`config.mk`:
```
export PLATFORM = sky130hd
export DESIGN_NAME = seq_multiplier
export DESIGN_NICKNAME = d
export VERILOG_FILES = /design/src/rtl/seq_multiplier_pkg.sv /design/src/rtl/seq_mult_dp.sv /design/src/rtl/seq_multiplier.sv
export SDC_FILE = /design/constraint.sdc
export NUM_CORES = 1
export LEC_CHECK = 0
export BUFFER_PORTS_ARGS = -buffer_cell sky130_fd_sc_hd__buf_4
export CORE_MARGIN = 3
export CORE_UTILIZATION = 51
export CTS_CLUSTER_DIAMETER = 120
export CTS_CLUSTER_SIZE = 28
export DETAILED_ROUTE_END_ITERATION = 7
export PLACE_DENSITY_LB_ADDON = 0.15
export SLEW_MARGIN = 20
export SYNTH_ARGS = -nofsm -noshare
export SYNTH_HDL_FRONTEND = slang
export SYNTH_SLANG_ARGS = --single-unit
export TNS_END_PERCENT = 1
```
`constraint.sdc`:
```
create_clock -name clk -period 1.8 [get_ports clk]
set_clock_uncertainty 0.2 [all_clocks]
set_input_delay 0.18 -clock clk [delete_from_list [all_inputs] [get_ports clk]]
set_output_delay 0.18 -clock clk [all_outputs]
set_load 0.03 [all_outputs]
```
`src/rtl/seq_multiplier_pkg.sv`:
```
// Shared types and constants for the sequential shift-and-add multiplier.
// Define SEQ_MULT_EARLY_TERM_EN to stop CALC once no multiplier bits remain.
package seq_multiplier_pkg;

  localparam int DEF_WIDTH = 4;

`ifdef SEQ_MULT_EARLY_TERM_EN
  localparam bit EARLY_TERM = 1'b1;
`else
  localparam bit EARLY_TERM = 1'b0;
`endif

  typedef enum logic [1:0] {
    S_IDLE = 2'd0,
    S_CALC = 2'd1,
    S_DONE = 2'd2
  } state_e;

endpackage

```
`src/rtl/seq_mult_dp.sv`:
```
// Multiplier datapath: accumulator, shifting multiplicand and multiplier.
// Exposes this step's accumulator result so the final add is never lost.
module seq_mult_dp
  import seq_multiplier_pkg::*;
#(
  parameter int WIDTH = DEF_WIDTH
) (
  input  logic               clk,
  input  logic               rst_n,
  input  logic               load_i,
  input  logic               step_i,
  input  logic [WIDTH-1:0]   a_i,
  input  logic [WIDTH-1:0]   b_i,
  output logic [2*WIDTH-1:0] acc_nxt_o,
  output logic               mplier_zero_o
);

  logic [2*WIDTH-1:0] acc_q, acc_d;
  logic [2*WIDTH-1:0] mcand_q, mcand_d;
  logic [WIDTH-1:0]   mplier_q, mplier_d;

  assign acc_nxt_o = mplier_q[0] ? acc_q + mcand_q : acc_q;
  assign mplier_zero_o = ((mplier_q >> 1) == '0);

  always_comb begin
    acc_d    = acc_q;
    mcand_d  = mcand_q;
    mplier_d = mplier_q;
    unique case (1'b1)
      load_i: begin
        acc_d    = '0;
        mcand_d  = {{WIDTH{1'b0}}, a_i};
        mplier_d = b_i;
      end
      step_i: begin
        acc_d    = acc_nxt_o;
        mcand_d  = mcand_q << 1;
        mplier_d = mplier_q >> 1;
      end
      default: ;
    endcase
  end

  always_ff @(posedge clk) begin
    if (!rst_n) begin
      acc_q    <= '0;
      mcand_q  <= '0;
      mplier_q <= '0;
    end else begin
      acc_q    <= acc_d;
      mcand_q  <= mcand_d;
      mplier_q <= mplier_d;
    end
  end

endmodule

```
`src/rtl/seq_multiplier.sv`:
```
// Sequential unsigned multiplier: FSM, iteration counter, product register.
// Early termination is selected by SEQ_MULT_EARLY_TERM_EN (see package).
module seq_multiplier
  import seq_multiplier_pkg::*;
#(
  parameter int WIDTH = DEF_WIDTH,
  localparam int CNT_W = $clog2(WIDTH) + 1
) (
  input  logic               clk,
  input  logic               rst_n,
  input  logic               start,
  input  logic [WIDTH-1:0]   a,
  input  logic [WIDTH-1:0]   b,
  output logic               busy,
  output logic               done,
  output logic [2*WIDTH-1:0] product
);

  state_e             state_q, state_d;
  logic [CNT_W-1:0]   cnt_q, cnt_d;
  logic [2*WIDTH-1:0] prod_q, prod_d;
  logic               load, step, last;
  logic [2*WIDTH-1:0] acc_nxt;
  logic               mplier_zero;

  seq_mult_dp #(
    .WIDTH(WIDTH)
  ) u_dp (
    .clk          (clk),
    .rst_n        (rst_n),
    .load_i       (load),
    .step_i       (step),
    .a_i          (a),
    .b_i          (b),
    .acc_nxt_o    (acc_nxt),
    .mplier_zero_o(mplier_zero)
  );

  assign last = (cnt_q == CNT_W'(WIDTH - 1)) || (EARLY_TERM && mplier_zero);

  always_comb begin
    state_d = state_q;
    cnt_d   = cnt_q;
    prod_d  = prod_q;
    load    = 1'b0;
    step    = 1'b0;
    unique case (state_q)
      S_IDLE: begin
        if (start) begin
          load    = 1'b1;
          cnt_d   = '0;
          state_d = S_CALC;
        end
      end
      S_CALC: begin
        step  = 1'b1;
        cnt_d = cnt_q + CNT_W'(1);
        if (last) begin
          prod_d  = acc_nxt;
          state_d = S_DONE;
        end
      end
      S_DONE: begin
        // Accepting start here gives back-to-back operation.
        if (start) begin
          load    = 1'b1;
          cnt_d   = '0;
          state_d = S_CALC;
        end else begin
          state_d = S_IDLE;
        end
      end
      default: state_d = S_IDLE;
    endcase
  end

  always_ff @(posedge clk) begin
    if (!rst_n) begin
      state_q <= S_IDLE;
      cnt_q   <= '0;
      prod_q  <= '0;
    end else begin
      state_q <= state_d;
      cnt_q   <= cnt_d;
      prod_q  <= prod_d;
    end
  end

  assign busy    = (state_q == S_CALC);
  assign done    = (state_q == S_DONE);
  assign product = prod_q;

endmodule
```
======== Word level (Yosys, flattened, before mapping) ========
Index checks and enable logic that the tools add are counted.
storage, ports and cells
  output and inout port bits .............. 10
  bits in registers ....................... 33
  bits of input ports ..................... 11
operators by class
  eq/ne operators ......................... 6
  mux-type cells .......................... 13
  add/subtract/negate cells ............... 2
  reductions and logical operators ........ 7
operators with widths
  operator               number
  $pmux W8 S2            2
  $add A8 B8 Y8          1
  $mux W8                1
  $pmux W4 S2            1
  $pmux W2 S3            1
  $pmux W3 S2            1
  $reduce_and A2 Y1      3
  $mux W1                4
  $mux W2                2
  $ne A2 B1 Y1 const B   2
  $reduce_bool A2 Y1     2
  $add A3 B1 Y3 const B  1
  $eq A3 B2 Y1 const B   1
  $mux W3                1
  $eq A2 B1 Y1 const B   1
  $eq A2 B2 Y1 const B   1
  $logic_not A2 Y1       1
  $ne A2 B2 Y1 const B   1
  $reduce_or A2 Y1       1

======== Depth between registers and ports, before layout ========
Gate-level depths: netlist (run 1).
  word-level depth ........................ 4
  gate-level depth with buffers ........... 8
  depth with buffers taken out ............ 8

======== Modules after synthesis ========
Synthesis (run 1) repeated with hierarchy kept, for this count alone.
second synthesis, totals
  cell total of the unflattened synthesis .. 205
  area total of the unflattened synthesis .. 1860.5 µm²
modules (own cells, without submodules)
  module          instances  cells each  sequential area each (µm²)  area an instance (µm²)
  seq_mult_dp     1          143         400.4                       1248.7
  seq_multiplier  1          62          260.2                       611.8

======== Least setup slack after synthesis (run 1) ========
No wires, ideal clock.
  kind .................................... register -> register
  start ................................... register u_dp.mcand_q[0]
  end ..................................... register prod_q[6], in the netlist product[6]
  stages on the path, launching flop included .. 9
  data arrival time ....................... 1611 ps
  slack ................................... -102 ps
  setup time .............................. 91 ps
  cells stage by stage .................... dfxtp_1 -> ha_1 -> inv_1 -> fa_1 -> nor2b_1 -> o2111ai_1 -> nand4b_1 -> xnor2_1 -> a311oi_1
on the way
  cells in the longest elaborated chain, start to end .. 2
ends and longest elaborated chain
  element                 line                  text
  from (decl)             seq_mult_dp.sv:19     logic [2*WIDTH-1:0] mcand_q, mcand_d;
  from (signal assigned)  seq_mult_dp.sv:51     mcand_q <= mcand_d;
  $add A8 B8 Y8           seq_mult_dp.sv:22     assign acc_nxt_o = mplier_q[0] ? acc_q + mcand_q : acc_q;
  $mux W8                 seq_mult_dp.sv:22
  to (signal assigned)    seq_multiplier.sv:85  prod_q <= prod_d;
  to (decl)               seq_multiplier.sv:21  logic [2*WIDTH-1:0] prod_q, prod_d;
Every way passes these cells.
A chain may end at the register's enable or synchronous reset.

======== Worst setup path in the final report (run 1) ========
  start ................................... register u_dp.acc_q[0]
  end ..................................... register prod_q[4], in the netlist product[4]
on the way
  cells in the longest elaborated chain, start to end .. 2
ends and longest elaborated chain
  element                 line               text
  from (decl)             seq_mult_dp.sv:18  logic [2*WIDTH-1:0] acc_q, acc_d;
  from (signal assigned)  seq_mult_dp.sv:46  acc_q <= '0;
  from (signal assigned)  seq_mult_dp.sv:50  acc_q <= acc_d;
  $add A8 B8 Y8           seq_mult_dp.sv:22
  $mux W8                 seq_mult_dp.sv:22
Every way passes these cells.

==> metrics.txt, run 1 <==
# TYPE chip_impl_metric gauge
chip_impl_info{name="outcome",value="finished with violations"} 1
chip_impl_info{name="violations",value="negative setup slack"} 1
chip_impl_metric{name="vias_per_cell",unit=""} 5.71
chip_impl_metric{name="critical_path.max_fanout",unit=""} 2
chip_impl_metric{name="fp-row-count",unit=""} 20
chip_impl_metric{name="buffer_ports.inserted",unit=""} 20
chip_impl_info{name="ctsRootBufferMaster",value="sky130_fd_sc_hd__clkbuf_4"} 1
chip_impl_metric{name="drt_iter0_markers",unit=""} 85
chip_impl_metric{name="setup_violations",unit=""} 9
chip_impl_metric{name="cts-buffers-inserted",unit=""} 5
chip_impl_metric{name="coreArea",unit="mm2"} 0.00313
chip_impl_metric{name="clk-insertion-delay-late",unit="ns"} 0.34
chip_impl_metric{name="layout.nets",unit=""} 254
chip_impl_metric{name="grt_overflow",unit=""} 0
chip_impl_metric{name="clock_power_share",unit="%"} 28.5
chip_impl_metric{name="final_cell_area",unit="mm2"} 0.00226
chip_impl_metric{name="cts_sinks",unit=""} 33
chip_impl_metric{name="worst_slew_pin_slew",unit="ns"} 0.572
chip_impl_metric{name="total_cell_area_at_the_placement_stage",unit="mm2"} 0.00202
chip_impl_metric{name="diodes",unit=""} 0
chip_impl_metric{name="final_hold_viol_count",unit=""} 0
chip_impl_metric{name="cts_max_level",unit=""} 2
chip_impl_metric{name="drv_cap",unit=""} 0
chip_impl_info{name="type_of_destination_of_the_critical_path",value="register"} 1
chip_impl_metric{name="internal_power",unit="uW"} 1030
chip_impl_info{name="timing.hold.worst.class",value="in -> reg"} 1
chip_impl_info{name="cts_tree",value="done"} 1
chip_impl_metric{name="drt.antenna.violating_nets",unit=""} 0
chip_impl_metric{name="wl",unit="mm"} 4.22
chip_impl_info{name="mostFrequentLayoutCell",value="sky130_fd_sc_hd__buf_4"} 1
chip_impl_metric{name="maximum_vdd_drop",unit="V"} 0.000378
chip_impl_metric{name="clk_pin_slew_worst_paths",unit="ns"} 0.10
chip_impl_metric{name="average_wire_per_standard_cell",unit="um"} 15.2
chip_impl_info{name="cp_cell_sequence",value="ha_4, inv_2, fa_2, nor2b_2, o21a_1, o21ai_1, a31oi_4, a21oi_1"} 1
chip_impl_metric{name="max_freq",unit="MHz"} 508
chip_impl_metric{name="critPathArrivalTime",unit="ns"} 2.01
chip_impl_metric{name="setup_ws_final",unit="ns"} -0.169
chip_impl_metric{name="starting_density_of_the_core",unit="%"} 54.5
chip_impl_metric{name="leakage_power",unit="uW"} 0.000964
chip_impl_metric{name="clockBufferDepth",unit=""} 2
chip_impl_metric{name="power.density",unit="mW/mm2"} 631
chip_impl_metric{name="cp_data_required_time",unit="ns"} 1.84
chip_impl_metric{name="vias",unit=""} 1586
chip_impl_metric{name="antenna_found_initial",unit=""} 0
chip_impl_metric{name="gp_congestion",unit=""} 0.807
chip_impl_metric{name="fin_crit_sh",unit="%"} 109
chip_impl_info{name="crit_slowest_cell",value="sky130_fd_sc_hd__fa_2"} 1
chip_impl_metric{name="finish.utilization",unit="%"} 72.1
chip_impl_metric{name="hold_slack",unit="ns"} 0.00340
chip_impl_info{name="rsz0062_at_grt",value="yes"} 1
chip_impl_metric{name="switching_power",unit="uW"} 398
chip_impl_metric{name="multiInputGateArea",unit="mm2"} 0.00106
chip_impl_metric{name="setup_total_negative_slack",unit="ns"} -1.03
chip_impl_metric{name="maxSlewHeadroom",unit="%"} 61.9
chip_impl_metric{name="yosys_warnings",unit=""} 0
chip_impl_metric{name="hpwlAfterDp",unit="mm"} 2.82
chip_impl_metric{name="slew_viol_final",unit=""} 0
chip_impl_metric{name="seqPwrFrac",unit="%"} 54.4
chip_impl_metric{name="synth_nets",unit=""} 211
chip_impl_info{name="critPathLaunchType",value="register"} 1
chip_impl_metric{name="vias_in_the_first_global_route",unit=""} 1565
chip_impl_info{name="final_cell_mix",value="sky130_fd_sc_hd__buf_4, sky130_fd_sc_hd__dfxtp_1, sky130_fd_sc_hd__nand2_1"} 1
chip_impl_metric{name="asyncSetResetFlopFracSynth",unit="%"} 0
chip_impl_metric{name="remaining_drc_errors",unit=""} 0
chip_impl_metric{name="ios",unit=""} 21
chip_impl_metric{name="grt_max_degree",unit=""} 24
chip_impl_metric{name="syn-mean-instance-area",unit="um2"} 8.97
chip_impl_info{name="setup.worst_path.class",value="reg -> reg"} 1
chip_impl_metric{name="synth.ff_latch_count",unit=""} 33
chip_impl_metric{name="number_of_enable_flip_flop_cells_after_synthesis",unit=""} 0
chip_impl_metric{name="p_comb_share",unit="%"} 17.1
chip_impl_metric{name="max_incr_delay_on_cp",unit="ns"} 0.38
chip_impl_metric{name="die_height",unit="um"} 63.8
chip_impl_metric{name="timing.final.crit_period",unit="ns"} 1.97
chip_impl_metric{name="switching_share",unit="%"} 27.9
chip_impl_metric{name="yosysSeqAreaShare",unit="%"} 38.8
chip_impl_metric{name="layout-drive-gt1-share",unit="%"} 30.8
chip_impl_metric{name="die-area",unit="mm2"} 0.00407
chip_impl_metric{name="layout-area-overhead-vs-synth",unit="%"} 32.4
chip_impl_metric{name="gr-usage-all-layers",unit="%"} 21.8
chip_impl_metric{name="grt_first_pass_wirelength",unit="mm"} 6.94
chip_impl_metric{name="yosys.cell_types.count",unit=""} 44
chip_impl_metric{name="filler_cell_count",unit=""} 248
chip_impl_metric{name="synth.cell_area",unit="mm2"} 0.00170
chip_impl_metric{name="syn-instance-count",unit=""} 190
chip_impl_metric{name="dieWidth",unit="um"} 63.8
chip_impl_info{name="yosys_most_used_dff",value="sky130_fd_sc_hd__dfxtp_1"} 1
chip_impl_metric{name="drt_pass_1_iters",unit=""} 4
chip_impl_metric{name="layout.area.seq",unit="um2"} 666
stage by stage:
step | total power (uW) | cells | setup WS (ns)
CTS | 1410 | 278 | -0.0970
global placement | 992 | 262 | -0.0731
floorplan | 925 | 190 | -0.00610
detailed placement | 1000 | 262 | -0.133
global route | 1480 | 278 | -0.276
finish | 1420 | 278 | -0.169
power groups by stage:
stage / Sequential [uW] / Clock, uW / Combinational [uW]
after floorplan: 784 / 0 / 141
after global placement: 786 / 0 / 206
after detailed placement: 787 / 0 / 213
after CTS: 772 / 406 / 232
after global routing: 778 / 438 / 265
final: 774 / 406 / 244
kinds of logic (layout without fill, tap and decap cells):
| logic type | after synthesis | count (layout) | share of synthesized area (%) |
|---|---|---|---|
| adder cells (fa/ha/maj) | 10 | 10 | 7.78 |
| XOR/XNOR | 5 | 5 | 2.57 |
| AND/OR/NAND/NOR | 68 | 68 | 20.5 |
| multiplexers | 4 | 4 | 2.64 |
| flip-flops | 33 | 33 | 38.8 |
| AO/OA/AOI/OAI | 50 | 50 | 22.0 |
| buffers and inverters | 20 | 64 | 5.80 |
what timing repair did:
item                                   4_1_cts  5_1_grt
hold buffers                                 7        0
endpoints found under the hold margin        8        0
resized for setup                           12        8
setup endpoints to repair                    8       13
buffers inserted                             1        1
pin swaps                                    7       11
synthesized netlist by cell type (2+ instances only):
cell type / n / share of area (%)
sky130_fd_sc_hd__dfxtp_1: 33 / 39
sky130_fd_sc_hd__nand2_1: 21 / 4.6
sky130_fd_sc_hd__nand3_1: 13 / 3.8
sky130_fd_sc_hd__nor2b_1: 13 / 4.8
sky130_fd_sc_hd__o21ai_1: 10 / 2.9
sky130_fd_sc_hd__ha_1: 9 / 6.6
sky130_fd_sc_hd__o211a_1: 8 / 4.7
sky130_fd_sc_hd__a22oi_1: 7 / 3.1
sky130_fd_sc_hd__clkbuf_1: 7 / 1.5
sky130_fd_sc_hd__inv_1: 6 / 1.3
sky130_fd_sc_hd__a21oi_1: 5 / 1.5
sky130_fd_sc_hd__and2_1: 4 / 1.5
sky130_fd_sc_hd__nand4_1: 4 / 1.5
sky130_fd_sc_hd__nor2_1: 4 / 0.88
sky130_fd_sc_hd__xnor2_1: 4 / 2.1
sky130_fd_sc_hd__a21boi_1: 3 / 1.3
sky130_fd_sc_hd__buf_2: 3 / 0.88
sky130_fd_sc_hd__mux2i_1: 3 / 1.8
sky130_fd_sc_hd__o211ai_1: 3 / 1.3
sky130_fd_sc_hd__o21ai_0: 3 / 0.88
sky130_fd_sc_hd__and3_1: 2 / 0.73
sky130_fd_sc_hd__nand2b_1: 2 / 0.73
sky130_fd_sc_hd__o21a_1: 2 / 0.88
per-layer routing:
metal	wire, um	up-vias	track usage [%]
li1	-	761	-
met2	2130	47	37.8
met4	99	0	11.3
met3	220	12	5.45
met1	1770	766	24.4
met5	0	-	0
registers in the layout, summed over array words and instances (netlist names):
signal and flops:
cnt_q 3, product 8, state_q 2, u_dp.acc_q 8
u_dp.mcand_q 8, u_dp.mplier_q 4
final timing paths:
check,startpoint,slack [ns],cells past startpoint,end
min,b[2],0.003,4,u_dp.mplier_q[2]$_SDFFE_PN0P_
min reg2reg,product[1]$_SDFFE_PN0P_,0.25,2,product[1]$_SDFFE_PN0P_
max reg2reg,u_dp.acc_q[0]$_SDFFE_PN0P_,-0.17,8,product[4]$_SDFFE_PN0P_
max,u_dp.acc_q[0]$_SDFFE_PN0P_,-0.17,8,product[4]$_SDFFE_PN0P_
worst max-delay path, delay by kind of cell, from the launching register on:
kind	cells	cell delay (ns)
AO/OA/AOI/OAI	4	0.55
adder cells (fa/ha/maj)	2	0.52
buffers and inverters	1	0.04
flip-flops	1	0.37
AND/OR/NAND/NOR	1	0.19
cell type report:
| class | count | area share [%] |
|---|---|---|
| clock buffers | 8 | 2.16 |
| repair buffers | 49 | 17.8 |
| multi-input cells | 137 | 46.9 |
| inverters | 7 | 1.16 |
| flip-flops and latches | 33 | 29.5 |
| well taps | 44 | 2.44 |
No activity file was read; power rests on OpenSTA's default activity.
==> run 2: changes to the inputs <==
--- a/config.mk
+++ b/config.mk
@@ -6,6 +6,7 @@
 export NUM_CORES = 1
 export LEC_CHECK = 0
 export BUFFER_PORTS_ARGS = -buffer_cell sky130_fd_sc_hd__buf_4
+export CORE_ASPECT_RATIO = 0.7
 export CORE_MARGIN = 3
 export CORE_UTILIZATION = 51
 export CTS_CLUSTER_DIAMETER = 120
==> metrics.txt, run 2 (synthesized netlist as in run 1, its figures left out) <==
# TYPE chip_impl_metric gauge
chip_impl_info{name="timing.rr.end",value="u_dp.acc_q[2]$_SDFFE_PN0P_"} 1
chip_impl_metric{name="cts_max_level",unit=""} 2
chip_impl_metric{name="layout-area-overhead-vs-synth",unit="%"} 27.0
chip_impl_metric{name="wl",unit="mm"} 4.06
chip_impl_metric{name="critPathBufInv",unit=""} 2
chip_impl_metric{name="max_incr_delay_on_cp",unit="ns"} 0.36
chip_impl_metric{name="leakage_power",unit="uW"} 0.000924
chip_impl_info{name="timing.critical_path.from",value="u_dp.mcand_q[0]$_SDFFE_PN0P_"} 1
chip_impl_metric{name="diodes",unit=""} 0
chip_impl_info{name="crit_family",value="adder cells"} 1
chip_impl_metric{name="drv_cap",unit=""} 0
chip_impl_metric{name="max_freq",unit="MHz"} 523
chip_impl_metric{name="drt.antenna.violating_nets",unit=""} 0
chip_impl_metric{name="grt_max_degree",unit=""} 36
chip_impl_metric{name="grt_overflow",unit=""} 0
chip_impl_metric{name="remaining_drc_errors",unit=""} 0
chip_impl_metric{name="layout.nets",unit=""} 246
chip_impl_metric{name="antenna_found_initial",unit=""} 0
chip_impl_metric{name="setup_violations",unit=""} 8
chip_impl_metric{name="setup_ws_final",unit="ns"} -0.111
chip_impl_metric{name="regToRegSetupSlack",unit="ns"} -0.11
chip_impl_metric{name="final_hold_viol_count",unit=""} 0
chip_impl_metric{name="vias",unit=""} 1500
chip_impl_metric{name="maximum_vdd_drop",unit="V"} 0.000575
chip_impl_metric{name="dieWidth",unit="um"} 75.1
chip_impl_metric{name="slew_viol_final",unit=""} 0
chip_impl_info{name="mostFrequentLayoutCell",value="sky130_fd_sc_hd__buf_4"} 1
chip_impl_metric{name="fp-row-count",unit=""} 16
chip_impl_metric{name="buffer_ports.inserted",unit=""} 20
chip_impl_info{name="critPathLaunchType",value="register"} 1
chip_impl_info{name="ctsRootBufferMaster",value="sky130_fd_sc_hd__clkbuf_8"} 1
chip_impl_metric{name="vias_in_the_first_global_route",unit=""} 1439
chip_impl_metric{name="setup_total_negative_slack",unit="ns"} -0.655
chip_impl_metric{name="grt_first_pass_wirelength",unit="mm"} 6.80
chip_impl_info{name="final_cell_mix",value="sky130_fd_sc_hd__buf_4, sky130_fd_sc_hd__dfxtp_1, sky130_fd_sc_hd__nand2_1"} 1
chip_impl_metric{name="clk_pin_slew_worst_paths",unit="ns"} 0.06
chip_impl_metric{name="gr-usage-all-layers",unit="%"} 22.6
chip_impl_info{name="setup.worst_path.class",value="reg -> reg"} 1
chip_impl_metric{name="average_wire_per_standard_cell",unit="um"} 15.5
chip_impl_metric{name="vias_per_cell",unit=""} 5.73
chip_impl_info{name="outcome",value="finished with violations"} 1
chip_impl_metric{name="clockBufferDepth",unit=""} 2
chip_impl_metric{name="worst_slew_pin_slew",unit="ns"} 0.555
chip_impl_info{name="timing.hold.worst.class",value="in -> reg"} 1
chip_impl_info{name="crit_slowest_cell",value="sky130_fd_sc_hd__dfxtp_2"} 1
chip_impl_metric{name="timing.final.crit_period",unit="ns"} 1.91
chip_impl_info{name="rsz0062_at_grt",value="yes"} 1
chip_impl_metric{name="coreArea",unit="mm2"} 0.00298
chip_impl_metric{name="ios",unit=""} 21
chip_impl_metric{name="hpwlAfterDp",unit="mm"} 2.79
chip_impl_info{name="violations",value="negative setup slack"} 1
chip_impl_metric{name="maxSlewHeadroom",unit="%"} 63.0
chip_impl_metric{name="ff2ff_path_depth",unit=""} 8
chip_impl_metric{name="drt_iter0_markers",unit=""} 144
chip_impl_metric{name="power.density",unit="mW/mm2"} 706
chip_impl_metric{name="drt_pass_1_iters",unit=""} 4
chip_impl_metric{name="worstSetupPathDepth",unit=""} 8
chip_impl_metric{name="starting_density_of_the_core",unit="%"} 57.1
chip_impl_metric{name="filler_cell_count",unit=""} 236
chip_impl_metric{name="layout-drive-gt1-share",unit="%"} 28.8
chip_impl_metric{name="cts-buffers-inserted",unit=""} 5
chip_impl_metric{name="cp_data_required_time",unit="ns"} 1.77
chip_impl_metric{name="die-area",unit="mm2"} 0.00408
chip_impl_metric{name="fin_crit_sh",unit="%"} 106
chip_impl_info{name="cts_tree",value="done"} 1
chip_impl_metric{name="p_total",unit="uW"} 1530
chip_impl_metric{name="critPathArrivalTime",unit="ns"} 1.88
chip_impl_metric{name="cts_sinks",unit=""} 33
chip_impl_info{name="type_of_destination_of_the_critical_path",value="register"} 1
chip_impl_info{name="cp_cell_sequence",value="ha_4, inv_2, fa_2, buf_4, xnor2_1, mux2i_1, o21ai_1, and2_1"} 1
chip_impl_info{name="rr_startpoint",value="u_dp.mcand_q[0]$_SDFFE_PN0P_"} 1
chip_impl_metric{name="gp_congestion",unit=""} 0.891
chip_impl_metric{name="post-cts-setup-buffer-count",unit=""} 0
chip_impl_metric{name="clk-insertion-delay-late",unit="ns"} 0.28
chip_impl_metric{name="die_height",unit="um"} 54.4
chip_impl_metric{name="critical_path.max_fanout",unit=""} 2
chip_impl_info{name="setup.worst_path.end",value="u_dp.acc_q[2]$_SDFFE_PN0P_"} 1
==> run 2: cell types whose count changed in the layout (fill, tap and decap cells not counted), moves of 2 or more <==
cell	before	now
sky130_fd_sc_hd__clkbuf_4	5	0
sky130_fd_sc_hd__clkbuf_8	0	5
sky130_fd_sc_hd__dlygate4sd3_1	7	2
sky130_fd_sc_hd__xnor2_1	1	3
sky130_fd_sc_hd__xnor2_2	3	1
==> run 2: worst register-to-register path, delay by kind of cell (launching register included) <==
family,cells,cell delay [ns]
simple gates,1,0.15
flops,1,0.36
fa+ha+maj,2,0.51
xor+xnor,1,0.13
mux,1,0.20
compound gates,1,0.08
buf+inv,2,0.19
==> run 2: layout make-up <==
| class | count | area (um2) | area share, % |
|---|---|---|---|
| multi-input combinational | 137 | 1030 | 47.7 |
| sequential | 33 | 668 | 30.9 |
| timing repair buffer | 41 | 313 | 14.5 |
| clock buffer | 8 | 80.1 | 3.70 |
| tap | 36 | 45.0 | 2.08 |
| inverter | 7 | 26.3 | 1.21 |
==> run 2: layer usage <==
layer / vias to the layer above / track usage, % / routed length (um)
met5: - / 0 / 0
met4: 0 / 9.47 / 68
met3: 9 / 5.69 / 249
met2: 47 / 35.3 / 1860
met1: 699 / 29.7 / 1880
li1: 745 / - / -
==> run 2: what timing repair did <==
action                     in CTS  in global routing
resized for setup              11                  3
pin swaps                       7                  1
hold buffers                    2                  0
setup endpoints to repair       8                 12
hold endpoints to repair        2                  0
==> run 2: stage by stage <==
stage               util [%]  setup slack, ns  hold WS, ns  cells  cell area [um2]
floorplan                  -         -0.00610        0.163    190             1720
global placement        66.6          -0.0985        0.242    252             1990
detailed placement      66.6           -0.165        0.255    252             1990
CTS                     72.2           -0.103       0.0422    262             2150
global route            72.6           -0.218       0.0533    262             2160
finish                  72.6           -0.111       0.0450    262             2160
==> run 2: worst min-delay path by stage <==
stage,start,to,slack (ns),cells after the start
3_3_place_gp,product[1]$_SDFFE_PN0P_,product[1]$_SDFFE_PN0P_,0.24,2
4_1_cts,b[2],u_dp.mplier_q[2]$_SDFFE_PN0P_,0.04,4
2_1_floorplan,b[3],u_dp.mplier_q[3]$_SDFFE_PN0P_,0.16,2
6_report,a[2],u_dp.mcand_q[2]$_SDFFE_PN0P_,0.05,4
3_5_place_dp,product[1]$_SDFFE_PN0P_,product[1]$_SDFFE_PN0P_,0.26,2
5_1_grt,b[2],u_dp.mplier_q[2]$_SDFFE_PN0P_,0.05,4
==> run 2: power by group <==
group,switching [uW],internal (uW)
Clock,250,274
Combinational,115,107
Sequential,29.0,753
Total,393,1130
==> run 3: changes to the inputs <==
--- a/config.mk
+++ b/config.mk
@@ -8,7 +8,7 @@
 export BUFFER_PORTS_ARGS = -buffer_cell sky130_fd_sc_hd__buf_4
 export CORE_ASPECT_RATIO = 0.7
 export CORE_MARGIN = 3
-export CORE_UTILIZATION = 51
+export CORE_UTILIZATION = 55
 export CTS_CLUSTER_DIAMETER = 120
 export CTS_CLUSTER_SIZE = 28
 export DETAILED_ROUTE_END_ITERATION = 7
==> constraint.sdc (replaced) <==
create_clock -name clk -period 2.3 [get_ports clk]
set_clock_uncertainty 0.2 [all_clocks]
set_input_delay 0.23 -clock clk [delete_from_list [all_inputs] [get_ports clk]]
set_output_delay 0.23 -clock clk [all_outputs]
set_load 0.03 [all_outputs]
==> metrics.txt, run 3 (synthesized netlist as in run 1, its figures left out) <==
# TYPE chip_impl_metric gauge
chip_impl_metric{name="grt_first_pass_wirelength",unit="mm"} 6.38
chip_impl_metric{name="drv_cap",unit=""} 0
chip_impl_metric{name="worst_slew_pin_slew",unit="ns"} 0.704
chip_impl_metric{name="coreArea",unit="mm2"} 0.00288
chip_impl_metric{name="clk-insertion-delay-late",unit="ns"} 0.28
chip_impl_info{name="outcome",value="completed"} 1
chip_impl_metric{name="max_freq",unit="MHz"} 482
chip_impl_metric{name="buffer_ports.inserted",unit=""} 20
chip_impl_metric{name="hpwlAfterDp",unit="mm"} 2.62
chip_impl_metric{name="clockBufferDepth",unit=""} 2
chip_impl_metric{name="slew_viol_final",unit=""} 0
chip_impl_metric{name="drt_pass_1_iters",unit=""} 5
chip_impl_metric{name="clk_pin_slew_worst_paths",unit="ns"} 0.06
chip_impl_metric{name="final_hold_viol_count",unit=""} 0
chip_impl_metric{name="cts_hold_buf",unit=""} 0
chip_impl_metric{name="regToRegSetupSlack",unit="ns"} 0.23
chip_impl_metric{name="grt_max_degree",unit=""} 36
chip_impl_metric{name="maxSlewHeadroom",unit="%"} 53.0
chip_impl_metric{name="drt.antenna.violating_nets",unit=""} 0
chip_impl_metric{name="layout-area-overhead-vs-synth",unit="%"} 13.6
chip_impl_metric{name="layout.nets",unit=""} 228
chip_impl_metric{name="cts_max_level",unit=""} 2
chip_impl_metric{name="timing.final.crit_period",unit="ns"} 2.07
chip_impl_metric{name="numPlacedInstances",unit=""} 236
chip_impl_info{name="setup.worst_path.end",value="product[6]$_SDFFE_PN0P_"} 1
chip_impl_info{name="type_of_destination_of_the_critical_path",value="register"} 1
chip_impl_metric{name="setup_ws_final",unit="ns"} 0.226
chip_impl_info{name="cts_tree",value="done"} 1
chip_impl_metric{name="layout-drive-gt1-share",unit="%"} 16.9
chip_impl_metric{name="antenna_found_initial",unit=""} 0
chip_impl_info{name="ctsRootBufferMaster",value="sky130_fd_sc_hd__clkbuf_8"} 1
chip_impl_metric{name="internal_power",unit="uW"} 886
chip_impl_metric{name="gp_congestion",unit=""} 0.850
chip_impl_metric{name="starting_density_of_the_core",unit="%"} 59.1
chip_impl_info{name="setup.worst_path.class",value="reg -> reg"} 1
chip_impl_metric{name="vias_per_cell",unit=""} 5.82
chip_impl_metric{name="fin_crit_sh",unit="%"} 90.2
chip_impl_metric{name="postCtsResizedCells",unit=""} 0
chip_impl_metric{name="critical_path.max_fanout",unit=""} 3
chip_impl_metric{name="cts_sinks",unit=""} 33
chip_impl_metric{name="clock_power_share",unit="%"} 36.7
chip_impl_metric{name="fp-row-count",unit=""} 16
chip_impl_info{name="rsz0062_at_grt",value="no"} 1
chip_impl_metric{name="setup_violations",unit=""} 0
chip_impl_metric{name="vias_in_the_first_global_route",unit=""} 1371
chip_impl_metric{name="ff2ff_path_depth",unit=""} 8
chip_impl_info{name="critPathLaunchType",value="register"} 1
chip_impl_metric{name="maximum_vdd_drop",unit="V"} 0.000401
chip_impl_metric{name="wl",unit="mm"} 3.68
chip_impl_metric{name="setup_total_negative_slack",unit="ns"} 0
chip_impl_info{name="rr_startpoint",value="u_dp.mcand_q[0]$_SDFFE_PN0P_"} 1
chip_impl_metric{name="grt_overflow",unit=""} 0
chip_impl_metric{name="vias",unit=""} 1415
chip_impl_metric{name="finish.utilization",unit="%"} 67.1
chip_impl_metric{name="switching_share",unit="%"} 25.2
chip_impl_metric{name="average_wire_per_standard_cell",unit="um"} 15.1
chip_impl_metric{name="fin_cells",unit=""} 243
chip_impl_metric{name="critPathArrivalTime",unit="ns"} 2.07
chip_impl_info{name="timing.hold.worst.class",value="in -> reg"} 1
chip_impl_metric{name="diodes",unit=""} 0
chip_impl_metric{name="dieWidth",unit="um"} 72.5
chip_impl_metric{name="filler_cell_count",unit=""} 227
chip_impl_metric{name="cts-buffers-inserted",unit=""} 5
chip_impl_info{name="final_cell_mix",value="sky130_fd_sc_hd__dfxtp_1, sky130_fd_sc_hd__buf_4, sky130_fd_sc_hd__nand2_1"} 1
chip_impl_metric{name="power.density",unit="mW/mm2"} 612
chip_impl_info{name="mostFrequentLayoutCell",value="sky130_fd_sc_hd__dfxtp_1"} 1
chip_impl_metric{name="dp_slack",unit="ns"} 0.238
chip_impl_info{name="timing.rr.end",value="product[6]$_SDFFE_PN0P_"} 1
chip_impl_metric{name="die-area",unit="mm2"} 0.00381
chip_impl_info{name="timing.critical_path.from",value="u_dp.mcand_q[0]$_SDFFE_PN0P_"} 1
chip_impl_metric{name="drt_iter0_markers",unit=""} 117
chip_impl_metric{name="seqPwrFrac",unit="%"} 51.0
chip_impl_metric{name="gr-usage-all-layers",unit="%"} 22.2
chip_impl_metric{name="die_height",unit="um"} 52.6
chip_impl_metric{name="p_comb_share",unit="%"} 12.3
chip_impl_metric{name="post-cts-setup-buffer-count",unit=""} 0
chip_impl_metric{name="switching_power",unit="uW"} 299
chip_impl_metric{name="ios",unit=""} 21
chip_impl_metric{name="remaining_drc_errors",unit=""} 0
chip_impl_metric{name="leakage_power",unit="uW"} 0.000842
chip_impl_metric{name="cp_data_required_time",unit="ns"} 2.30
run 3: changes by cell type in the layout (fill, tap and decap cells not counted), sizes merged:
cell / previous run / this run
dlygate4sd3: 2 / 0
clkbuf: 8 / 7
buf: 39 / 23
run 3: through the flow:
stage / area (um2) / power [uW] / hold slack, ns
CTS: 1940 / 1190 / 0.0299
global route: 1940 / 1230 / 0.0451
floorplan: 1700 / 722 / 0.213
detailed placement: 1850 / 760 / 0.254
finish: 1940 / 1180 / 0.0358
global placement: 1850 / 754 / 0.239
run 3: worst min path at each step:
stage,from,slack (ns),end,depth (start not counted)
floorplan,b[3],0.21,u_dp.mplier_q[3]$_SDFFE_PN0P_,2
global placement,product[1]$_SDFFE_PN0P_,0.24,product[1]$_SDFFE_PN0P_,2
detailed placement,product[1]$_SDFFE_PN0P_,0.25,product[1]$_SDFFE_PN0P_,2
CTS,b[3],0.03,u_dp.mplier_q[3]$_SDFFE_PN0P_,3
global route,a[0],0.05,u_dp.mcand_q[0]$_SDFFE_PN0P_,3
finish,b[3],0.04,u_dp.mplier_q[3]$_SDFFE_PN0P_,3
run 3: layout make-up:
type / instances / area [um2] / share of cell area (%)
well taps: 36 / 45.0 / 2.33
flip-flops and latches: 33 / 661 / 34.1
repair buffers: 23 / 173 / 8.92
clock buffers: 7 / 86.3 / 4.46
inverters: 7 / 26.3 / 1.36
multi-input cells: 137 / 945 / 48.8
run 3: power by group through the flow:
stage / Combinational (uW) / Clock [uW] / Sequential, uW
2_1_floorplan: 110 / 0 / 613
3_3_place_gp: 139 / 0 / 614
3_5_place_dp: 145 / 0 / 616
4_1_cts: 146 / 441 / 603
5_1_grt: 163 / 466 / 604
6_report: 146 / 435 / 604
run 3: per-layer routing:
layer  share of wire [%]  track usage, %
met1                  48            28.0
met5                   0               0
met4                 1.1            9.51
met2                  45            35.2
met3                 5.8            6.51
run 3: critical path: stages, from the launching register on:
cell and delay [ns]:
sky130_fd_sc_hd__dfxtp_1 0.35, sky130_fd_sc_hd__ha_1 0.19, sky130_fd_sc_hd__inv_1 0.06, sky130_fd_sc_hd__fa_1 0.40, sky130_fd_sc_hd__nor2b_1 0.19, sky130_fd_sc_hd__o2111ai_1 0.14
sky130_fd_sc_hd__nand4b_1 0.13, sky130_fd_sc_hd__xnor2_1 0.08, sky130_fd_sc_hd__a311oi_1 0.25
